File: src/rtl/fifo_narrow_to_wide.sv
// fifo_narrow_to_wide
// Synchronous FIFO: one DATA_WIDTH word in per write, one 2*DATA_WIDTH word
// (two oldest narrow words, oldest in the low half) out per read.
// Storage, pointers, occupancy counter and registered status flags are local.
// The output pair is shown ahead: it is valid whenever empty_o is low.

module fifo_narrow_to_wide #(
  parameter int DATA_WIDTH = 8,
  parameter int ADDR_WIDTH = 4
) (
  input  logic                    clk_i,
  input  logic                    reset_ni,
  input  logic                    write_i,
  input  logic [DATA_WIDTH-1:0]   write_data_i,
  input  logic                    read_i,
  output logic [2*DATA_WIDTH-1:0] read_data_o,
  output logic                    empty_o,
  output logic                    full_o,
  output logic [ADDR_WIDTH:0]     count_o
);

  localparam int DEPTH = 2 ** ADDR_WIDTH;

  // Occupancy levels used for flag generation.
  localparam logic [ADDR_WIDTH:0] full_level = {1'b1, {ADDR_WIDTH{1'b0}}};
  localparam logic [ADDR_WIDTH:0] pair_level = (ADDR_WIDTH + 1)'(2'd2);

  // Pointer steps; the read side always consumes a whole pair.
  localparam logic [ADDR_WIDTH-1:0] wr_step = (ADDR_WIDTH)'(1'b1);
  localparam logic [ADDR_WIDTH-1:0] rd_step = (ADDR_WIDTH)'(2'd2);
  localparam logic [ADDR_WIDTH-1:0] odd_off = (ADDR_WIDTH)'(1'b1);

  logic [DATA_WIDTH-1:0] mem [DEPTH];

  logic [ADDR_WIDTH-1:0] wr_ptr;
  logic [ADDR_WIDTH-1:0] rd_ptr;
  logic [ADDR_WIDTH-1:0] rd_ptr_odd;
  logic [ADDR_WIDTH:0]   count;
  logic                  empty_flag;
  logic                  full_flag;

  logic                  write_accept;
  logic                  read_accept;
  logic [ADDR_WIDTH:0]   count_next;
  logic                  empty_next;
  logic                  full_next;

  // Request gating, next occupancy and next flag values.
  always_comb begin
    write_accept = 1'b0;
    read_accept  = 1'b0;
    count_next   = count;
    empty_next   = empty_flag;
    full_next    = full_flag;

    // Each side is qualified only by its own registered flag, so a full
    // FIFO still honours a read and a one-word FIFO still honours a write.
    write_accept = write_i && !full_flag;
    read_accept  = read_i && !empty_flag;

    count_next = count
               + (ADDR_WIDTH + 1)'(write_accept)
               - (ADDR_WIDTH + 1)'({read_accept, 1'b0});

    if (count_next < pair_level) begin
      empty_next = 1'b1;
    end else begin
      empty_next = 1'b0;
    end

    if (count_next == full_level) begin
      full_next = 1'b1;
    end else begin
      full_next = 1'b0;
    end
  end

  // Storage: cleared on reset, one narrow word written per accepted write.
  always_ff @(posedge clk_i) begin
    if (!reset_ni) begin
      for (int i = 0; i < DEPTH; i++) begin
        mem[i] <= '0;
      end
    end else if (write_accept) begin
      mem[wr_ptr] <= write_data_i;
    end
  end

  // Write pointer: one narrow slot per accepted write, natural wrap.
  always_ff @(posedge clk_i) begin
    if (!reset_ni) begin
      wr_ptr <= '0;
    end else if (write_accept) begin
      wr_ptr <= wr_ptr + wr_step;
    end
  end

  // Read pointer: stays even, advances one pair per accepted read.
  always_ff @(posedge clk_i) begin
    if (!reset_ni) begin
      rd_ptr <= '0;
    end else if (read_accept) begin
      rd_ptr <= rd_ptr + rd_step;
    end
  end

  // Occupancy counter and registered status flags.
  always_ff @(posedge clk_i) begin
    if (!reset_ni) begin
      count      <= '0;
      empty_flag <= 1'b1;
      full_flag  <= 1'b0;
    end else begin
      count      <= count_next;
      empty_flag <= empty_next;
      full_flag  <= full_next;
    end
  end

  // Upper half of the head pair; rd_ptr is even so this never wraps into it.
  always_comb begin
    rd_ptr_odd = rd_ptr + odd_off;
  end

  // Show-ahead head pair, older word in the low half.
  always_comb begin
    read_data_o = {mem[rd_ptr_odd], mem[rd_ptr]};
  end

  // Status outputs straight from their registers.
  always_comb begin
    empty_o = empty_flag;
    full_o  = full_flag;
    count_o = count;
  end

endmodule

File: config.mk
export PLATFORM = sky130hd
export DESIGN_NAME = fifo_narrow_to_wide
export DESIGN_NICKNAME = d
export VERILOG_FILES = /design/src/rtl/fifo_narrow_to_wide.sv
export SDC_FILE = /design/constraint.sdc
export NUM_CORES = 1
export LEC_CHECK = 0
export ABC_AREA = 1
export CAP_MARGIN = 40
export CORE_ASPECT_RATIO = 1.1
export CORE_UTILIZATION = 56
export DETAILED_ROUTE_END_ITERATION = 16
export PLACE_DENSITY = 0.84
export SYNTH_ARGS = -nofsm -noshare
export SYNTH_HDL_FRONTEND = slang
export SYNTH_SLANG_ARGS = --single-unit
export TNS_END_PERCENT = 100
File: constraint.sdc
create_clock -name clk_i -period 4.7 [get_ports clk_i]
set_clock_uncertainty 0.15 [all_clocks]
set_input_delay 0.47 -clock clk_i [delete_from_list [all_inputs] [get_ports clk_i]]
set_output_delay 0.47 -clock clk_i [all_outputs]
set_load 0.05 [all_outputs]
---- Word level (Yosys, flattened, before mapping) ----
Memories as Yosys holds them, arrays and structs flattened. A register that Yosys moved wholly into a read port is not among the register bits.
Index checks and enable logic that the tools add are counted.
operators by class
  $add $sub $neg .......................... 5
  mux-type cells .......................... 11
  reduce and logical (&&, ||, !) cells .... 5
  order comparisons ....................... 1
  equal/unequal tests ..................... 1
operators by type and width
  operator                                             number
  two-way mux 4 bit                                    3
  adder 4 x 1 -> 4 bit (second input constant)         2
  two-way mux 8 bit                                    1
  OR reduction 8 bit                                   1
  two-way mux 1 bit                                    7
  adder 5 x 1 -> 5 bit                                 1
  equality test 5 bit (second input constant)          1
  < comparator 5 x 2 -> 1 bit (second input constant)  1
  subtractor 5 x 2 -> 5 bit                            1
  adder 4 x 2 -> 4 bit (second input constant)         1
  logical AND 1 bit                                    2
  zero test 1 bit                                      2
word-level totals
  output and inout bits ................... 23
  memories ................................ 1
  register bits ........................... 15
  bits in writable memories ............... 128
  word-level logic and storage cells ...... 29
memories
  name  words  bits a word  rd ports  clocked after Yosys merged registers in  write ports  line  source
  mem   16     8            2         1                                        16           33    logic [DATA_WIDTH-1:0] mem [DEPTH];

---- Depth between registers and ports, before layout ----
Gate-level depths: netlist of run 1.
  depth in word-level cells ............... 7
  gate-level depth with buffers ........... 12
  depth with buffers taken out ............ 12

---- Worst setup path before layout of run 1 ----
Ideal clock, no wire load.
  path type ............................... reg2reg
  start point ............................. reg empty_flag (netlist: empty_o)
  end point ............................... reg empty_flag (netlist: empty_o)
  data arrival time ....................... 1756 ps
  setup slack ............................. 2669 ps
  setup time .............................. 126 ps
  cell stages (with the launch flop) ...... 11
  buffers on the path ..................... 0
  period minus slack after synthesis ...... 2031 ps
  cells stage by stage .................... dfxtp_1 > inv_1 > nand2_1 > ha_1 > ha_1 > a21oi_1 > nand2_1 > nand2_1 > nand2_1 > nand3_1 > nand2_1
on the way
  word-level cells in the longest chain between the ends .. 5
ends and longest elaborated chain
  what                         line  source
  start: declaration           39    logic empty_flag;
  start signal: assignment     115   empty_flag <= empty_next;
  zero test 1 bit              59    read_accept = read_i && !empty_flag;
  logical AND 1 bit            59
  subtractor 5 x 2 -> 5 bit    63    - (ADDR_WIDTH + 1)'({read_accept, 1'b0});
  < comparator 5 x 2 -> 1 bit  65    if (count_next < pair_level) begin
  two-way mux 1 bit            65
No other way between the ends.
A chain may end at the register's enable or synchronous reset.

---- Final worst setup path of run 1 ----
  start point ............................. reg rd_ptr[1]
  end point ............................... out read_data_o[14]
on the way
  word-level cells in the longest chain between the ends .. 2
ends and longest elaborated chain
  what                      line  source
  start: declaration        36    logic [ADDR_WIDTH-1:0] rd_ptr;
  start signal: assignment  103   rd_ptr <= rd_ptr + rd_step;
  adder 4 x 1 -> 4 bit      122   rd_ptr_odd = rd_ptr + odd_off;
  memory read (16 x 8 bit)  n/a
  end: declaration          16    output logic [2*DATA_WIDTH-1:0] read_data_o,
No other way between the ends.

==> flow_metrics.tcl, run 1 <==
set metrics [dict create \
    cts_made_buffers 17 \
    placementRows 40 \
    cp_max_fo 35 \
    grt_pass1_wl_um 23600 \
    cts_tree "built" \
    startpoint_type "register" \
    gp_congestion 1.01 \
    cp_num_buf_inv 2 \
    io_buffer_count 34 \
    setup_viol 0 \
    h-tree-depth 4 \
    worstSkewPairLatency_ps 420 \
    cp_common_cell "nand2_1" \
    finalPower_mw 3.79 \
    yosysSeqAreaShare_pct 64.2 \
    route.detailed.drc 0 \
    synth_xor_xnor_area_share_pct 0.269 \
    synth-seq-cells 145 \
    initial_core_util_pct 58.7 \
    die_x_um 105 \
    fin_cells 843 \
    rsz0062_at_grt "false" \
    yosys_warnings 0 \
    worstMarginPinSlew_ps 950 \
    finalWirelength_um 15300 \
    drive_above_1_share_pct 8.62 \
    syn_area_per_cell_um2 9.92 \
    path_cells "inv_2 > o21ai_0 > o22ai_1 > nand2_1 > nand2_1 > clkdlybuf4s50_1" \
    die_area_um2 12100 \
    r2r_start "rd_ptr[1]" \
    grt_pass1_vias 4851 \
    ys_types 24 \
    synth_top_family_by_area "simple AND/OR/NAND/NOR gates" \
    syn_to_final_growth_pct 15.4 \
    max_freq_ghz 0.266 \
    cts_resized 0 \
    crit_cells 6 \
    syn-cell-area_um2 6520 \
    drtIter0Drc 477 \
    synth_compound_area_share_pct 8.98 \
    slew_headroom_pct 36.6 \
    crit_family "buffers and inverters" \
    antennaDiodeCount 0 \
    synth_mux_area_share_pct 0 \
    worstSetupEndpointType "output port" \
    cts_setup_buffers 0 \
    synthAdderAreaFrac_pct 1.92 \
    cp.required_ps 4080 \
    ir_worst_vdd_v 0.000276 \
    ctsHoldBuffers 0 \
    path_clk_slew_ps 70 \
    criticalPathCategory "reg -> out" \
    pin_count 35 \
    gr-total-overflow 0 \
    fin_nets 705 \
    drt.antenna.violating_nets 0 \
    fin_crit_ps 3760 \
    firstDrtPassIters 8 \
    power_density_nw_per_um2 503 \
    max_cap_viol_count 0 \
    hp-class "reg -> reg" \
    whs_ps 434 \
    dp.cells 811 \
    crit_start "rd_ptr[1]" \
    finalHoldViolCount 0 \
    rr_worst_depth 3 \
    cp-endpoint "read_data_o[14]" \
    clockBufferDepth 2 \
    crit_arrival_ps 3140 \
    fin_crit_sh_pct 79.9 \
    wire_per_inst_um 18.2 \
    synthesis.nets 679 \
    grt_antenna_before_repair 0 \
    status "complete, no violations" \
    via_count 4904 \
    via_per_inst 5.82 \
    clockRootBuffer "clkbuf_16" \
    core_um2 11100 \
    r2r_setup_slack_ps 2550 \
    dp_hpwl_um 10100 \
    leakage_nw 3.02 \
    maxSlewViolCount 0 \
    cts.sinks 145 \
    grt_max_degree 36 \
    fin_tns_setup_ps 0 \
    cp_slowest_cell "dfxtp_1" \
    grt_usage_pct 26.6 \
    die_y_um 115 \
    max_stage_delay_ps 940 \
    yosys.area_share.simple_pct 20.8 \
    synthCells 657 \
]
sequential cells by signal (all words and copies together), names as in the netlist, named ones only:
register and count:
full_o 1, rd_ptr 3, empty_o 1, mem 128, wr_ptr 4, count_o 5
stage by stage:
stage	setup slack [ps]	utilization [%]	instance area (um2)
3_5_place_dp	1450	62.4	6940
4_1_cts	1000	67.7	7520
5_1_grt	705	67.7	7520
2_1_floorplan	2670	-	6520
6_report	944	67.7	7520
3_3_place_gp	1670	62.4	6940
cell usage in the layout, fill, tap and decap left out, types with 3 or more instances in the layout:
cell type,synthesis,layout
o21ai_1,3,3
nand2_2,16,16
dfxtp_1,17,17
clkbuf_16,0,17
nor2_4,6,6
nand2_1,92,92
ha_1,10,10
nand3_1,5,5
edfxtp_1,128,128
o22ai_1,32,32
clkdlybuf4s50_1,0,34
nor2_1,202,202
inv_6,0,4
clkinv_4,0,3
a21oi_1,8,8
o21ai_0,66,66
inv_8,0,6
inv_1,32,32
layer usage:
metal  vias to the layer above  GRT usage [%]  wire (um)
li1                       2276              -          -
met1                      2346           31.1       5790
met2                       239           46.8       7750
met3                        43           5.27       1300
met4                         0           14.0        471
met5                         -              0          0
how the worst min path moves through the flow:
stage | from | slack (ps) | cells past startpoint | end
CTS | wr_ptr[0] | 430 | 2 | wr_ptr[0]
global placement | wr_ptr[0] | 380 | 2 | wr_ptr[0]
finish | wr_ptr[1] | 430 | 2 | wr_ptr[1]
floorplan | wr_ptr[0] | 360 | 2 | wr_ptr[0]
detailed placement | wr_ptr[1] | 420 | 2 | wr_ptr[1]
global route | wr_ptr[0] | 460 | 2 | wr_ptr[0]
cell families after synthesis:
family / after synthesis
xor+xnor: 2
fa+ha+maj: 10
simple gates: 327
compound gates: 109
buf+inv: 64
flops: 145
where the power goes:
group	total (mW)	leakage [nW]	internal, mW	switching [mW]
registers	1.54	1.46	1.48	0.0637
clock network	1.32	0.290	0.714	0.604
logic	0.926	1.27	0.288	0.638
synthesized netlist by cell type (all sizes together):
| master | count | area share (%) |
|---|---|---|
| nand3b | 1 | 0.12 |
| nor3 | 4 | 0.65 |
| clkinv | 1 | 0.058 |
| buf | 9 | 0.67 |
| ha | 10 | 1.9 |
| o22ai | 32 | 3.1 |
| edfxtp | 128 | 59 |
| a21oi | 8 | 0.61 |
| dfxtp | 17 | 5.2 |
| o21ai | 69 | 5.3 |
| inv | 34 | 2.0 |
| nor2 | 208 | 13 |
| clkbuf | 20 | 1.2 |
| xnor2 | 2 | 0.27 |
| nor3b | 1 | 0.12 |
| nand3 | 5 | 0.38 |
| nand2 | 108 | 6.8 |
worst min-delay path, delay by kind of cell, from the launching register on:
kind,cells,cell delay [ps]
flip-flops,1,330
AO/OA/AOI/OAI,1,80
buffers and inverters,1,130
area by class of cell:
cell class                 count  area, um2
sequential                   145       4180
fill                         852       3590
multi-input combinational    448       2080
clock buffer                  17        425
timing repair buffer          36        355
tap                          147        184
clock inverter                15        161
inverter                      35        131
No activity file was read; power rests on OpenSTA's default activity.
==> inputs of run 2 (changes only) <==
- clock period: 4.7 -> 3.9 ns (I/O delays scaled with it)
==> run 2 against run 1 <==
- clock power rose by 33%
- combinational power rose by 21%
- cell count rose by 0.12%
- critical path depth did not move
- sequential cell count did not move
- via count fell by 0.65%
- highest routed layer unchanged
- utilization rose by 0.57 points
- critical path type unchanged
- wire length rose by 1.3%
- die area did not move
==> flow_metrics.tcl, run 2 (synthesis gave the netlist of run 1 again) <==
set metrics [dict create \
    initial_core_util_pct 58.7 \
    hp-start "wr_ptr[1]" \
    startpoint_type "register" \
    gp_congestion 0.951 \
    antennaDiodeCount 0 \
    fillers 808 \
    hp-class "reg -> reg" \
    via_per_inst 5.77 \
    route.detailed.drc 0 \
    die_x_um 105 \
    io_buffer_count 34 \
    worstSetupEndpointType "output port" \
    grt_pass1_vias 4648 \
    die_area_um2 12100 \
    leakage_nw 3.04 \
    h-tree-depth 4 \
    largest_reg_flops 128 \
    clockRootBuffer "clkbuf_16" \
    firstDrtPassIters 7 \
    drtIter0Drc 399 \
    finalWirelength_um 15500 \
    gr-total-overflow 0 \
    whs_ps 421 \
    drive_above_1_share_pct 8.46 \
    fin_crit_ps 3380 \
    wl_met2_um 7740 \
    final_common_cell "nor2_1" \
    fin_tns_setup_ps 0 \
    path_clk_slew_ps 60 \
    cp_max_fo 35 \
    crit_start "rd_ptr[1]" \
    power_density_nw_per_um2 625 \
    max_cap_viol_count 0 \
    wire_per_inst_um 18.4 \
    maxSlewViolCount 0 \
    finalHoldViolCount 0 \
    mostFrequentLayoutCells "nor2_1, edfxtp_1, nand2_1" \
    clockBufferDepth 2 \
    fin_nets 706 \
    grt_antenna_before_repair 0 \
    slew_headroom_pct 44.0 \
    rsz0062_at_grt "false" \
    dp_hpwl_um 10200 \
    grt_max_degree 36 \
    cts_made_buffers 17 \
    via_count 4872 \
    placed_cell_area_um2 6940 \
    cts_setup_buffers 0 \
    status "complete, no violations" \
    die_y_um 115 \
    routed.top_layer "met4" \
    worstMarginPinSlew_ps 839 \
    ctsHoldBuffers 0 \
    fin_crit_sh_pct 86.7 \
    r2r_start "empty_o" \
    drt.antenna.violating_nets 0 \
    max_freq_ghz 0.296 \
    pin_count 35 \
    ir_worst_vdd_v 0.000394 \
    grt_pass1_wl_um 24600 \
    grt_usage_pct 27.7 \
    wl_met3_um 1360 \
    drt-met1-wl_um 6020 \
    criticalPathCategory "reg -> out" \
    largest_register "mem" \
    cts_resized 0 \
    setup_viol 0 \
    worstSkewPairLatency_ps 420 \
    cts_tree "built" \
    cp.required_ps 3360 \
    placementRows 40 \
    design_area_um2 7590 \
    core_um2 11100 \
    syn_to_final_growth_pct 16.4 \
    cts.sinks 145 \
    crit_arrival_ps 2840 \
]
run 2: cell types whose count changed in the layout (fill, tap and decap cells not counted), moves of 2 or more:
cell	before	now
clkinvlp_4	0	2
inv_8	6	0
inv_6	4	0
clkinv_8	2	0
bufinv_16	0	5
clkinv_2	0	2
run 2: layout make-up:
cell class,instances,area (um2),share of cell area [%]
Multi-Input combinational cell,448,2080,27.4
Tap cell,147,184,2.42
Inverter,35,131,1.73
Timing Repair Buffer,37,363,4.78
Clock buffer,18,429,5.66
Sequential cell,145,4180,55.1
Clock inverter,14,214,2.82
run 2: critical path, stage by stage (launching register included):
cell,delay (ps)
dfxtp_1,690
inv_2,380
o21ai_0,340
o22ai_1,140
nand2_1,90
nand2_1,70
clkdlybuf4s50_1,700
run 2: layer usage:
layer	global-route usage, %	up-vias
met4	11.7	0
met3	5.84	31
met5	0	-
met1	34.7	2265
met2	47.2	298
li1	-	2278
run 2: metrics by stage:
stage,utilization (%),power [mW],worst slack (ps),std cells
after floorplan,-,2.67,1870,657
after global placement,62.5,2.95,1070,812
after detailed placement,62.5,2.99,1020,812
after CTS,68.3,4.73,573,844
after global routing,68.3,4.92,363,844
final,68.3,4.74,518,844
run 2: final timing paths:
kind | to | cells after the start | slack [ps]
setup / recovery | read_data_o[15] | 6 | 520
hold reg to reg | wr_ptr[1] | 2 | 420
hold / removal | wr_ptr[1] | 2 | 420
setup reg to reg | empty_o | 10 | 1870
run 2: power breakdown:
part           leakage, nW  internal [mW]  switching, mW
Clock                0.307           1.13          0.630
Sequential            1.46           1.78         0.0701
Combinational         1.27          0.349          0.773
